$ cat config.mk
export PLATFORM = sky130hd
export DESIGN_NAME = hdb3_tx_sched
export DESIGN_NICKNAME = d
export VERILOG_FILES = /design/src/rtl/hdb3_pkg.sv /design/src/rtl/hdb3_bit_timer.sv /design/src/rtl/hdb3_tx_sched.sv
export SDC_FILE = /design/constraint.sdc
export NUM_CORES = 1
export LEC_CHECK = 0
export ABC_CLOCK_PERIOD_IN_PS = 1900
export CELL_PAD_IN_SITES_DETAIL_PLACEMENT = 0
export CELL_PAD_IN_SITES_GLOBAL_PLACEMENT = 1
export CORE_MARGIN = 10
export CORE_UTILIZATION = 39
export CTS_CLUSTER_SIZE = 16
export DETAILED_ROUTE_END_ITERATION = 8
export GPL_TIMING_DRIVEN = 0
export HOLD_SLACK_MARGIN = 0.1
export PLACE_DENSITY = 0.75
export SETUP_SLACK_MARGIN = 0.02
export SLEW_MARGIN = 25
export SYNTH_ARGS = -nofsm -noshare
export SYNTH_HDL_FRONTEND = slang
export SYNTH_HIERARCHICAL = 1
export SYNTH_SLANG_ARGS = --single-unit
$ cat constraint.sdc
create_clock -name i_clk -period 1.9 [get_ports i_clk]
set_clock_uncertainty 0.2 [all_clocks]
set_input_delay 0.475 -clock i_clk [delete_from_list [all_inputs] [get_ports i_clk]]
set_output_delay 0.475 -clock i_clk [all_outputs]
set_load 0.02 [all_outputs]
$ cat src/rtl/hdb3_pkg.sv
// Shared types and constants for the hdb3 transmit scheduler.
package hdb3_pkg;

   // Scheduler state encoding
   typedef enum logic [1:0] {
      ST_IDLE = 2'd0,
      ST_SYNC = 2'd1,
      ST_DATA = 2'd2
   } sched_state_e;

   // Frame header sent MSB-first ahead of every frame
   localparam logic [7:0] SYNC_WORD_DEFAULT = 8'hA5;

   // Byte substituted for a payload slot that found no data
   localparam logic [7:0] FILL_BYTE = 8'h00;

endpackage

$ cat src/rtl/hdb3_bit_timer.sv
// Line bit timer: counts 0..BIT_DIV-1 on enabled cycles and flags the last
// count as a tick. Frozen (no tick, count held) while i_en is low.
//   i_clk      system clock, rising edge
//   i_rst_n    asynchronous active-low reset
//   i_en       count enable
//   o_tick_c   combinational tick, high when enabled and count == BIT_DIV-1
module hdb3_bit_timer #(
   parameter int unsigned BIT_DIV = 4
) (
   input  logic i_clk,
   input  logic i_rst_n,
   input  logic i_en,
   output logic o_tick_c
);

   localparam int unsigned TW = (BIT_DIV > 1) ? $clog2(BIT_DIV) : 1;
   localparam logic [TW-1:0] TIMER_LAST = TW'(BIT_DIV - 1);

   logic [TW-1:0] timer_q;
   logic [TW-1:0] timer_d;

   assign o_tick_c = i_en && (timer_q == TIMER_LAST);

   // Next count: wrap on tick, hold while disabled
   always_comb begin
      timer_d = timer_q;
      if (i_en) begin
         timer_d = o_tick_c ? '0 : timer_q + TW'(1);
      end
   end

   always_ff @(posedge i_clk or negedge i_rst_n) begin
      if (!i_rst_n) begin
         timer_q <= '0;
      end else begin
         timer_q <= timer_d;
      end
   end

endmodule

$ cat src/rtl/hdb3_tx_sched.sv
// Transmit scheduler in front of the hdb3 encoder. Accepts bytes over a
// valid/ready handshake into a one-byte holding register, frames them as
// SYNC_WORD + FRAME_BYTES payload bytes and serializes MSB-first, one bit per
// timer tick. Idle line is zeros; a starved payload slot sends FILL_BYTE and
// bumps a saturating underrun counter.
//   i_clk / i_rst_n   clock, asynchronous active-low reset
//   i_en              enable; low freezes timer and framing position
//   i_byte_data/valid payload byte offer; o_byte_ready = holding register empty
//   o_bit/o_bit_strobe serial bit and one-cycle new-bit pulse
//   o_frame_start     with the strobe of the first SYNC_WORD bit
//   o_busy            state != IDLE
//   o_underrun_cnt    saturating count of fill bytes inserted
module hdb3_tx_sched
   import hdb3_pkg::*;
#(
   parameter int unsigned BIT_DIV     = 4,
   parameter int unsigned FRAME_BYTES = 4,
   parameter logic [7:0]  SYNC_WORD   = SYNC_WORD_DEFAULT
) (
   input  logic       i_clk,
   input  logic       i_rst_n,
   input  logic       i_en,
   input  logic [7:0] i_byte_data,
   input  logic       i_byte_valid,
   output logic       o_byte_ready,
   output logic       o_bit,
   output logic       o_bit_strobe,
   output logic       o_frame_start,
   output logic       o_busy,
   output logic [7:0] o_underrun_cnt
);

   localparam int unsigned BCW = (FRAME_BYTES > 1) ? $clog2(FRAME_BYTES) : 1;
   localparam logic [BCW-1:0] BYTE_LAST = BCW'(FRAME_BYTES - 1);

   sched_state_e   state_q, state_d;
   logic [2:0]     bit_cnt_q, bit_cnt_d;
   logic [BCW-1:0] byte_cnt_q, byte_cnt_d;
   logic [7:0]     shift_q, shift_d;
   logic [7:0]     hold_q, hold_d;
   logic           hold_full_q, hold_full_d;
   logic           ready_q, ready_d;
   logic           bit_q, bit_d;
   logic           strobe_q, strobe_d;
   logic           fstart_q, fstart_d;
   logic           busy_q, busy_d;
   logic [7:0]     urun_q, urun_d;
   logic [7:0]     load_c;
   logic           tick_c;
   logic           accept_c;

   hdb3_bit_timer #(
      .BIT_DIV (BIT_DIV)
   ) u_bit_timer (
      .i_clk    (i_clk),
      .i_rst_n  (i_rst_n),
      .i_en     (i_en),
      .o_tick_c (tick_c)
   );

   // ready mirrors !hold_full, so an accept can never coincide with a load
   assign accept_c = i_byte_valid && ready_q;

   // Framing FSM, shift/holding registers and output staging
   always_comb begin
      state_d     = state_q;
      bit_cnt_d   = bit_cnt_q;
      byte_cnt_d  = byte_cnt_q;
      shift_d     = shift_q;
      hold_d      = hold_q;
      hold_full_d = hold_full_q;
      bit_d       = bit_q;
      strobe_d    = 1'b0;
      fstart_d    = 1'b0;
      urun_d      = urun_q;
      load_c      = FILL_BYTE;

      if (tick_c) begin
         strobe_d = 1'b1;
         unique case (state_q)
            ST_IDLE: begin
               if (hold_full_q) begin
                  bit_d     = SYNC_WORD[7];
                  fstart_d  = 1'b1;
                  state_d   = ST_SYNC;
                  bit_cnt_d = 3'd1;
               end else begin
                  bit_d = 1'b0;
               end
            end
            ST_SYNC: begin
               bit_d     = SYNC_WORD[3'd7 - bit_cnt_q];
               // bit_cnt 0 here only when chained straight from a previous frame
               fstart_d  = (bit_cnt_q == 3'd0);
               bit_cnt_d = bit_cnt_q + 3'd1;
               if (bit_cnt_q == 3'd7) begin
                  state_d    = ST_DATA;
                  byte_cnt_d = '0;
               end
            end
            ST_DATA: begin
               if (bit_cnt_q == 3'd0) begin
                  if (hold_full_q) begin
                     load_c      = hold_q;
                     hold_full_d = 1'b0;
                  end else begin
                     load_c = FILL_BYTE;
                     if (urun_q != 8'hFF) begin
                        urun_d = urun_q + 8'd1;
                     end
                  end
                  bit_d   = load_c[7];
                  shift_d = {load_c[6:0], 1'b0};
               end else begin
                  bit_d   = shift_q[7];
                  shift_d = {shift_q[6:0], 1'b0};
               end
               bit_cnt_d = bit_cnt_q + 3'd1;
               if (bit_cnt_q == 3'd7) begin
                  if (byte_cnt_q == BYTE_LAST) begin
                     byte_cnt_d = '0;
                     state_d    = hold_full_q ? ST_SYNC : ST_IDLE;
                  end else begin
                     byte_cnt_d = byte_cnt_q + BCW'(1);
                  end
               end
            end
            default: begin
               state_d   = ST_IDLE;
               bit_cnt_d = 3'd0;
            end
         endcase
      end

      if (accept_c) begin
         hold_d      = i_byte_data;
         hold_full_d = 1'b1;
      end

      ready_d = !hold_full_d;
      busy_d  = (state_d != ST_IDLE);
   end

   always_ff @(posedge i_clk or negedge i_rst_n) begin
      if (!i_rst_n) begin
         state_q     <= ST_IDLE;
         bit_cnt_q   <= 3'd0;
         byte_cnt_q  <= '0;
         shift_q     <= 8'h00;
         hold_q      <= 8'h00;
         hold_full_q <= 1'b0;
         ready_q     <= 1'b1;
         bit_q       <= 1'b0;
         strobe_q    <= 1'b0;
         fstart_q    <= 1'b0;
         busy_q      <= 1'b0;
         urun_q      <= 8'h00;
      end else begin
         state_q     <= state_d;
         bit_cnt_q   <= bit_cnt_d;
         byte_cnt_q  <= byte_cnt_d;
         shift_q     <= shift_d;
         hold_q      <= hold_d;
         hold_full_q <= hold_full_d;
         ready_q     <= ready_d;
         bit_q       <= bit_d;
         strobe_q    <= strobe_d;
         fstart_q    <= fstart_d;
         busy_q      <= busy_d;
         urun_q      <= urun_d;
      end
   end

   assign o_byte_ready   = ready_q;
   assign o_bit          = bit_q;
   assign o_bit_strobe   = strobe_q;
   assign o_frame_start  = fstart_q;
   assign o_busy         = busy_q;
   assign o_underrun_cnt = urun_q;

endmodule

==> results of run 1 <==
[synthesized netlist by cell type, drive strengths merged (2+ instances only)]
cell and n:
xor2 2, nand3 9, buf 2, nand4 3, o21ai 7, nand2b 2
a31oi 7, inv 13, o31ai 2, ha 12, a221oi 2, nand2 20
xnor2 6, and2 3, nor2 12, mux2 11, and3 4, dfrtp 37
[registers in the layout, summed over array words and instances (netlist names)]
| name | flops |
|---|---|
| bit_cnt_q | 3 |
| byte_cnt_q | 2 |
| hold_full_q | 1 |
| hold_q | 8 |
| o_bit | 1 |
| o_bit_strobe | 1 |
| o_busy | 1 |
| o_byte_ready | 1 |
| o_frame_start | 1 |
| o_underrun_cnt | 8 |
| shift_q | 7 |
| state_q | 2 |
| u_bit_timer/timer_q | 2 |
[power by group]
| group | switching [mW] | total (mW) | internal, mW |
|---|---|---|---|
| combinational | 0.504 | 0.953 | 0.449 |
| sequential | 0.117 | 1.11 | 0.989 |
| clock | 0.269 | 0.515 | 0.246 |
[worst reg2reg max path: stages (launching register included)]
cell,delay [ns]
dfrtp_1,0.37
ha_1,0.18
and2_4,0.17
nand4b_4,0.13
a211oi_4,0.33
mux2_4,0.33
[logic make-up (layout without fill, tap and decap cells)]
group           after synthesis  count (layout)
simple gates                 58              58
flops                        38              38
compound gates               27              27
buf+inv                      16              56
fa+ha+maj                    12              12
mux                          12              12
xor+xnor                      8               8
[worst max-delay path by stage]
stage	to	slack [ns]	start	cells after the start
after floorplan	o_underrun_cnt[1]$_DFFE_PN0P_	0.03	state_q[0]$_DFF_PN0_	5
after global placement	o_underrun_cnt[1]$_DFFE_PN0P_	-0.72	i_rst_n	1
after detailed placement	o_underrun_cnt[1]$_DFFE_PN0P_	-0.57	i_en	5
after CTS	o_underrun_cnt[7]$_DFFE_PN0P_	0.02	state_q[0]$_DFF_PN0_	6
after global routing	o_underrun_cnt[5]$_DFFE_PN0P_	0.003	u_bit_timer/timer_q[0]$_DFFE_PN0P_	6
final	o_byte_ready	0.08	o_byte_ready$_DFF_PN1_	1
[repair_timing]
item                                    CTS  global route
gates resized for setup                  20             8
hold buffers                              1             0
endpoints found under the hold margin    17             0
pin swaps                                 4             5
endpoints found under the setup margin   30            16
buffers inserted                          5             2
[routing by layer]
metal	vias to the layer above	track usage (%)	part of all wire (%)
li1	670	-	-
met1	687	12.8	45
met2	34	17.4	47
met3	5	4.01	6.7
met4	0	3.90	1.2
met5	-	0	0
[final cells by class]
class                           count  area [µm²]
Clock buffer                        5        68.8
Fill cell                         444        2310
Timing Repair Buffer               33         308
Buffer                              3        18.8
Inverter                           13        48.8
Multi-Input combinational cell    117         902
Clock inverter                      2        10.0
Tap cell                           54        67.6
Sequential cell                    38         955
==> metrics.md, run 1 <==
| Metric | Value |
|---|---|
| H-tree Lvls | `2` |
| Crit-path max FO | `2` |
| Post-synthesis cell type count | `38` |
| Placed cells | `250` |
| Arr. time, crit path | `approximately 1.1 ns` |
| Worst R2R Start | `u_bit_timer/timer_q[0]$_DFFE_PN0P_` |
| Fin worst setup slack | `roughly 0.084 ns` |
| CTS Root Cell | `clkbuf_8` |
| Synth Area in Adders | `7.99%` |
| Vias in the first global route | `between 1,000 and 1,500` |
| Sequential area share after synthesis | `about half` |
| Initial DRC count | `75` |
| Max VDD drop | `532 µV` |
| Clk Latency, worst-skew pair | `0.29 ns` |
| Max Fclk | `551 MHz` |
| Synth warn | `6` |
| CP top delay family | `flip-flops` |
| Antenna Cells | `0` |
| Slew margin rel. | `between 60% and 70%` |
| Final antenna-violating net count | `0` |
| Total CTS buffers | `5` |
| Worst setup SP type | `flop` |
| Die extent in x | `~89 µm` |
| Non-filler instance count after layout | `roughly 270` |
| Setup tns final | `0 ns` |
| Power, Total | `2.57 mW` |
| Drt pass-1 iters | `4` |
| Largest family of logic cells by synthesized area | `simple AND/OR/NAND/NOR gates` |
| Synthesized net count | `195` |
| Cell area after synthesis | `around 1900 µm²` |
| Area Growth Syn to Fin | `26.6%` |
| Nets@finish | `235` |
| FF-to-FF path depth | `5` |
| Hold path startpoint | `o_bit$_DFFE_PN0P_` |
| HPWL Detailed | `~2.8 mm` |
| Commonest cells after routing, fill and taps aside | `dfrtp_1 (35), nand2_1 (20), dlygate4sd2_1 (14)` |
| CP bufs+invs | `1` |
| WL/cell | `about 15 µm` |
| Max Buffers Root-to-Sink | `2` |
| Slew Limit Fails | `0` |
| Sink Count | `38` |
| Largest net degree at the start of global routing | `21` |
| Port bufs | `24` |
| Multiplexer area fraction after synthesis | `7.13%` |
| Antenna violations before repair | `0` |
| Post-placement cell area | `about 2200 µm²` |
| Lkg Pwr | `roughly 1.2 nW` |
| Final Cycle Share | `a little over nine tenths` |
| Cell breakdown of the critical path | `dlygate4sd2_1` |
| TritonCTS clock tree | `done` |
| Finished Cell Area | `2380 µm²` |
| Top cell type by total area after synthesis | `dfrtp_1` |
| Total global routing overflow | `0` |
| Minimum clock period | `around 1.8 ns` |
| WP data required | `between 1 and 1.5 ns` |
| WL final | `between 3 and 4 mm` |
| Layout cell share with drive strength beyond 1 | `around a fifth` |
| # IOs | `25` |
| Hold Path End | `o_bit$_DFFE_PN0P_` |
| Via count | `1,396` |
| Area share of xor/xnor cells in the synthesized design | `between 3 and 4%` |
| Die Area | `approximately 8000 µm²` |
| CP max stage delay | `about 0.53 ns` |
| Hold Vio Cnt, Final | `0` |
| CP Class | `flop to primary output` |
| Unrepaired setup endpoints after global routing | `true` |
| Worst path slowest cell | `dfstp_2` |
| Syn Inst Count | `171` |
| Reg clk slew, reported paths | `~0.07 ns` |
| Routability cong. | `between 0.7 and 0.8` |
| DRC viols | `0` |
| Initial core utilization | `40.0%` |
| Drt via density | `about 5.3` |
| Pwr dens | `~1100 nW/µm²` |
| Hold Path Class | `flop to flop` |
| Post-synth EDFFs | `0` |
| Die Y-Extent | `between 80 and 90 µm` |
| Synth Area in Simple Gates | `16.6%` |
| Total Routing Usage GR | `a little over a tenth` |
| Maximum Capacitance Violations | `0` |
| Synth Flop Type | `dfrtp_1` |
| First-pass GRT wire length | `~6.8 mm` |
| Post-synth ARST share | `between 90% and 100%` |
| Fin util | `around 51%` |
| WHS Path Cells | `2` |
| Worst setup EP type | `primary output` |
| Reg2Reg Setup Slack | `around 0.09 ns` |
| Placement row count | `25` |
| Synth Area in Compound Gates | `10.4%` |
| Post-synthesis register bit count | `38` |
| Avg Synthesized Cell Area | `~11 µm²` |
| Outcome | `complete, no violations` |
| Area contributors post-synth | `dfrtp_1 (49%), ha_1 (8.0%), mux2_2 (6.6%)` |
| Fin Hold WS | `approximately 0.28 ns` |
| Reg2reg end | `o_underrun_cnt[1]$_DFFE_PN0P_` |
| Slew @ Worst Pin | `about 0.5 ns` |
| Post-synth top area share | `49.3%` |
| Core Area | `~4700 µm²` |
| # setup viols final | `0` |
| Dpl ws | `-0.574 ns` |
| Most common cell after layout, fill and taps aside | `dfrtp_1` |
Note: power is estimated with default switching activity, not from simulation.
==> inputs of run 2 (changes only) <==
ABC_AREA = 1   (was not set)
CELL_PAD_IN_SITES_DETAIL_PLACEMENT = 1   (was 0)
CELL_PAD_IN_SITES_GLOBAL_PLACEMENT = 2   (was 1)
CORE_UTILIZATION = 30   (was 39)
==> run 2 against run 1 <==
Effect of this change: sequential share of layout area down 1.6 points; global-route usage fell by 1.0 points; largest power group unchanged; clock power rose by 12%; largest cell class is now multi-input gates; maximum frequency shrank 0.68%; total power increased by 15%; register-to-register slack improved by 0.04 ns; critical endpoint unchanged; final cell count up 29%; flip-flop and latch count unchanged; combinational power rose by 18%; highest routed layer unchanged; area after synthesis rose by 4.5%; clock-buffer cell count increased by 3; setup slack lost 0.013 ns.
==> metrics.md, run 2 <==
| Metric | Value |
|---|---|
| CP max stage delay | `approximately 0.53 ns` |
| DRC viols | `0` |
| H-tree Lvls | `2` |
| Initial core utilization | `a little under a third` |
| Slew margin rel. | `73.9%` |
| Sink Count | `38` |
| Max Fclk | `roughly 550 MHz` |
| CP bufs+invs | `1` |
| Routability cong. | `0.749` |
| Final Cycle Share | `between 90% and 100%` |
| Pwr dens | `around 1200 nW/µm²` |
| Area Growth Syn to Fin | `26.1%` |
| Reg clk slew, reported paths | `roughly 0.070 ns` |
| TritonCTS clock tree | `done` |
| Die extent in x | `a little over 100 µm` |
| Cell area after synthesis | `about 2000 µm²` |
| Top cell type by total area after synthesis | `dfrtp_1` |
| Largest net degree at the start of global routing | `27` |
| Hold Vio Cnt, Final | `0` |
| Antenna Cells | `0` |
| Port bufs | `24` |
| Initial DRC count | `30` |
| WL/cell | `13.8 µm` |
| Synthesized net count | `251` |
| Worst path slowest cell | `dfstp_2` |
| Worst setup SP type | `flop` |
| Total Routing Usage GR | `just under 10%` |
| Final antenna-violating net count | `0` |
| Nets@finish | `287` |
| Placement row count | `29` |
| Avg Synthesized Cell Area | `roughly 8.6 µm²` |
| Vias in the first global route | `1,735` |
| Post-synth EDFFs | `0` |
| HPWL Detailed | `roughly 3.5 mm` |
| Clk Latency, worst-skew pair | `around 0.29 ns` |
| Crit-path max FO | `2` |
| Unrepaired setup endpoints after global routing | `false` |
| # setup viols final | `0` |
| WP data required | `between 1 and 1.5 ns` |
| Sequential area share after synthesis | `just under 50%` |
| CP Class | `flop to primary output` |
| Via count | `1,593` |
| Core Area | `around 6300 µm²` |
| Post-synthesis register bit count | `38` |
| Cell with the most instances after synthesis | `nand2_1` |
| Max Buffers Root-to-Sink | `2` |
| Drt via density | `approximately 4.7` |
| Total CTS buffers | `5` |
| Post-synth top cells | `nand2_1 (79), dfrtp_1 (37), inv_1 (23), nand3_1 (20), nor2_1 (13)` |
| Post-synth ARST share | `between 90% and 100%` |
| Slew @ Worst Pin | `0.390 ns` |
| Die Area | `just over 10,000 µm²` |
| Outcome | `complete, no violations` |
| Hold Path Class | `flop to flop` |
| Most common cell after layout, fill and taps aside | `nand2_1` |
| Layout cell share with drive strength beyond 1 | `~16%` |
| WL final | `4.70 mm` |
| Slew Limit Fails | `0` |
| Arr. time, crit path | `~1.2 ns` |
| CTS Root Cell | `clkbuf_8` |
| Post-synthesis cell type count | `24` |
| Power, Total | `about 3 mW` |
| Commonest cells after routing, fill and taps aside | `nand2_1 (77), dfrtp_1 (35), inv_1 (20), nand3_1 (20), dlygate4sd2_1 (14)` |
| Post-synth top area share | `a little under half` |
| Lkg Pwr | `1.30 nW` |
| Setup tns final | `0 ns` |
| Area contributors post-synth | `dfrtp_1 (47%), nand2_1 (15%), ha_1 (7.7%)` |
| Max VDD drop | `420 µV` |
| Total global routing overflow | `0` |
| # IOs | `25` |
| Synth warn | `6` |
| Maximum Capacitance Violations | `0` |
| Minimum clock period | `1.83 ns` |
| Syn Inst Count | `approximately 230` |
| Drt pass-1 iters | `3` |
| Die Y-Extent | `roughly 100 µm` |
| First-pass GRT wire length | `~8 mm` |
| Antenna violations before repair | `0` |
| Synth Flop Type | `dfrtp_1` |
| CP top delay family | `flip-flops` |
| Worst setup EP type | `primary output` |
| Cell breakdown of the critical path | `dlygate4sd2_1` |
==> run 2: cell types whose count changed in the layout (fill, tap and decap cells not counted), moves of 4 or more <==
cell	before	now
inv_1	12	20
and3_1	4	0
a31oi_1	7	0
nand2_1	20	77
xnor2_1	6	1
nand3_1	9	20
buf_4	8	3
a21oi_1	1	5
==> run 2: through the flow <==
step,util (%),hold WS (ns),instance area [µm²],instances,worst slack (ns)
2_1_floorplan,-,-0.0206,1960,227,0.195
3_3_place_gp,36.2,0.267,2300,328,-0.854
3_5_place_dp,36.4,0.195,2310,329,-0.551
4_1_cts,38.2,0.296,2430,340,0.0359
5_1_grt,39.0,0.327,2470,341,0.0119
6_report,39.0,0.290,2470,341,0.0713
==> run 2: final cells by class <==
cell class | count | area (µm²)
plain buffers | 1 | 5.00
multi-input cells | 164 | 966
inverters | 24 | 92.6
flip-flops and latches | 38 | 955
well taps | 77 | 96.3
fillers | 746 | 3870
clock buffers | 8 | 90.1
repair buffers | 29 | 270
==> run 2: where the power goes <==
group	internal [mW]	total (mW)	switching, mW
Sequential	1.09	1.26	0.170
Combinational	0.455	1.12	0.662
Clock	0.296	0.579	0.283
Total	1.84	2.96	1.11
==> run 2: worst paths after layout <==
| check | from | endpoint | slack [ns] | cells past startpoint |
|---|---|---|---|---|
| worst max-delay path | o_byte_ready$_DFF_PN1_ | o_byte_ready | 0.07 | 1 |
| worst min-delay path | shift_q[1]$_DFFE_PN0P_ | shift_q[1]$_DFFE_PN0P_ | 0.29 | 2 |
| worst max register to register | state_q[0]$_DFF_PN0_ | o_underrun_cnt[2]$_DFFE_PN0P_ | 0.13 | 9 |
| worst min register to register | shift_q[1]$_DFFE_PN0P_ | shift_q[1]$_DFFE_PN0P_ | 0.29 | 2 |
| max in group asynchronous | i_rst_n | o_byte_ready$_DFF_PN1_ | 0.56 | 3 |
| min in group asynchronous | i_rst_n | hold_q[5]$_DFFE_PN0P_ | 0.41 | 2 |
==> run 2: layer usage <==
metal | vias to the layer above | share of wire, % | GRT usage (%)
met5 | - | 0 | 0
met4 | 0 | 1.0 | 2.61
met3 | 6 | 3.3 | 3.29
met2 | 17 | 49 | 16.5
met1 | 775 | 46 | 11.5
li1 | 795 | - | -
==> run 2: logic make-up after synthesis <==
group / count (synthesis) / synth area share (%)
and+or+nand+nor: 121 / 27.6
DFF: 38 / 48.5
buffers and inverters: 25 / 4.85
AOI/OAI and AO/OA: 20 / 5.55
adders and majority gates: 12 / 7.65
muxes: 7 / 4.02
xor gates and xnor gates: 4 / 1.79
==> run 2: what timing repair did <==
action,4_1_cts,5_1_grt
hold buffers,1,0
buffers inserted,2,1
resized for setup,18,15
setup endpoints to repair,32,17
pin swaps,0,2
endpoints found under the hold margin,12,0
==> inputs of run 3 (changes only) <==
PLACE_DENSITY = not set   (was 0.75)
PLACE_DENSITY_LB_ADDON = 0.1   (was not set)
==> run 3 against run 2 <==
Effect of this change: die area unchanged; via count is 0.63% higher; largest cell class is now registers; final cell count grew 1.2%; register-to-register slack better by 0.02 ns; highest routed layer unchanged; critical endpoint unchanged.
==> metrics.md, run 3 (synthesis gave the netlist of run 2 again) <==
| Metric | Value |
|---|---|
| Outcome | `complete, no violations` |
| Slew margin rel. | `about 73%` |
| Sink Count | `38` |
| Fillers | `~770` |
| H-tree Lvls | `2` |
| Total global routing overflow | `0` |
| DRC viols | `0` |
| Unrepaired setup endpoints after global routing | `false` |
| Via count | `around 1,600` |
| Most common cell after layout, fill and taps aside | `nand2_1` |
| CP bufs+invs | `1` |
| Power, Total | `between 2 and 3 mW` |
| # setup viols final | `0` |
| Max Fclk | `roughly 550 MHz` |
| Worst setup EP type | `primary output` |
| Crit. Startpoint | `o_byte_ready$_DFF_PN1_` |
| Max Buffers Root-to-Sink | `2` |
| Die Y-Extent | `about 100 µm` |
| Nets@finish | `roughly 290` |
| Int Pwr | `around 1.8 mW` |
| WL/cell | `roughly 14 µm` |
| Die Area | `a little over 10,000 µm²` |
| Final antenna-violating net count | `0` |
| Hold path startpoint | `u_bit_timer/timer_q[1]$_DFFE_PN0P_` |
| Hold Vio Cnt, Final | `0` |
| Worst path slowest cell | `dfstp_2` |
| Worst R2R Start | `state_q[0]$_DFF_PN0_` |
| First-pass GRT wire length | `8.04 mm` |
| Slew Limit Fails | `0` |
| CTS Root Cell | `clkbuf_8` |
| WP data required | `1.22 ns` |
| # IOs | `25` |
| Die extent in x | `slightly above 100 µm` |
| Fin Hold WS | `approximately 0.28 ns` |
| Clk Latency, worst-skew pair | `around 0.29 ns` |
| Lkg Pwr | `approximately 1.3 nW` |
| Minimum clock period | `roughly 1.8 ns` |
| Antenna Cells | `0` |
| Drt via density | `~4.6` |
| Cell breakdown of the critical path | `dlygate4sd2_1` |
| Vias in the first global route | `between 1,500 and 2,000` |
| Maximum Capacitance Violations | `0` |
| Largest net degree at the start of global routing | `25` |
| Final Cycle Share | `about 96%` |
| Worst setup SP type | `flop` |
| Antenna violations before repair | `0` |
| Post-placement cell area | `between 2000 and 2500 µm²` |
| WL final | `~4.7 mm` |
| Placement row count | `29` |
| Hold Path Class | `flop to flop` |
| NetSw | `1.11 mW` |
| Initial core utilization | `30.9%` |
| Sw frac | `37.6%` |
| Initial DRC count | `48` |
| Finished Cell Area | `2490 µm²` |
| Drt pass-1 iters | `4` |
| HPWL Detailed | `roughly 3.4 mm` |
| CP Class | `flop to primary output` |
| Area Growth Syn to Fin | `26.7%` |
| CP top delay family | `flip-flops` |
| Core Area | `around 6300 µm²` |
| Slew @ Worst Pin | `between 0.4 and 0.5 ns` |
| TritonCTS clock tree | `done` |
| Routability cong. | `between 0.7 and 0.8` |
| Arr. time, crit path | `roughly 1.2 ns` |
| CP max stage delay | `about 0.53 ns` |
| Crit-path max FO | `2` |
| Max VDD drop | `around 560 µV` |
| Commonest cells after routing, fill and taps aside | `nand2_1 (79), dfrtp_1 (35), inv_1 (21)` |
| Pwr dens | `1190 nW/µm²` |
| Combinational power share | `between 30% and 40%` |
| Sequential power share | `between 40 and 50%` |
| Total CTS buffers | `5` |
| Port bufs | `24` |
| Setup tns final | `0 ns` |
| Reg clk slew, reported paths | `~0.08 ns` |
| Clock power share | `between 10% and 20%` |
| Total Routing Usage GR | `roughly 9.7%` |
| Layout cell share with drive strength beyond 1 | `roughly 15%` |
-- run 3: path summary, 6_finish.rpt --
kind,to,slack [ns],cells past startpoint
min in group asynchronous,shift_q[3]$_DFFE_PN0P_,0.43,2
max,o_byte_ready,0.07,1
max in group asynchronous,o_byte_ready$_DFF_PN1_,0.54,3
min reg2reg,u_bit_timer/timer_q[1]$_DFFE_PN0P_,0.28,2
max reg2reg,o_underrun_cnt[2]$_DFFE_PN0P_,0.15,9
min,u_bit_timer/timer_q[1]$_DFFE_PN0P_,0.28,2
-- run 3: through the flow --
stage          util (%)  std cells  setup WS [ns]
2_1_floorplan         -        227          0.195
3_3_place_gp       36.2        328         -0.900
3_5_place_dp       36.4        329         -0.531
4_1_cts            38.6        341         0.0211
5_1_grt            39.2        345         0.0139
6_report           39.2        345         0.0728
-- run 3: timing repair --
item,CTS,global route
endpoints found under the hold margin,14,0
buffers inserted,3,4
gates resized for setup,22,3
endpoints found under the setup margin,32,11
hold buffers,1,0
pin swaps,1,1
-- run 3: final cells by class --
type	count	area (µm²)	share of cell area (%)
flip-flops and latches	38	955	38.4
multi-input cells	164	945	38.0
repair buffers	33	300	12.1
well taps	77	96.3	3.88
inverters	24	90.1	3.62
clock buffers	6	82.6	3.32
clock inverters	2	12.5	0.503
plain buffers	1	5.00	0.201
-- run 3: power by group through the flow --
stage          clock network [mW]  logic (mW)  registers (mW)
3_3_place_gp                    0        1.04            1.26
6_report                    0.590        1.10            1.26
2_1_floorplan                   0       0.694            1.28
3_5_place_dp                    0        1.06            1.28
4_1_cts                     0.623        1.08            1.27
5_1_grt                     0.655        1.27            1.31
-- run 3: metal layers --
metal	vias up	track usage (%)	wire, µm
met5	-	0	0
met4	0	2.83	53
met3	7	2.95	172
met2	19	15.3	2270
met1	773	12.3	2170
li1	804	-	-
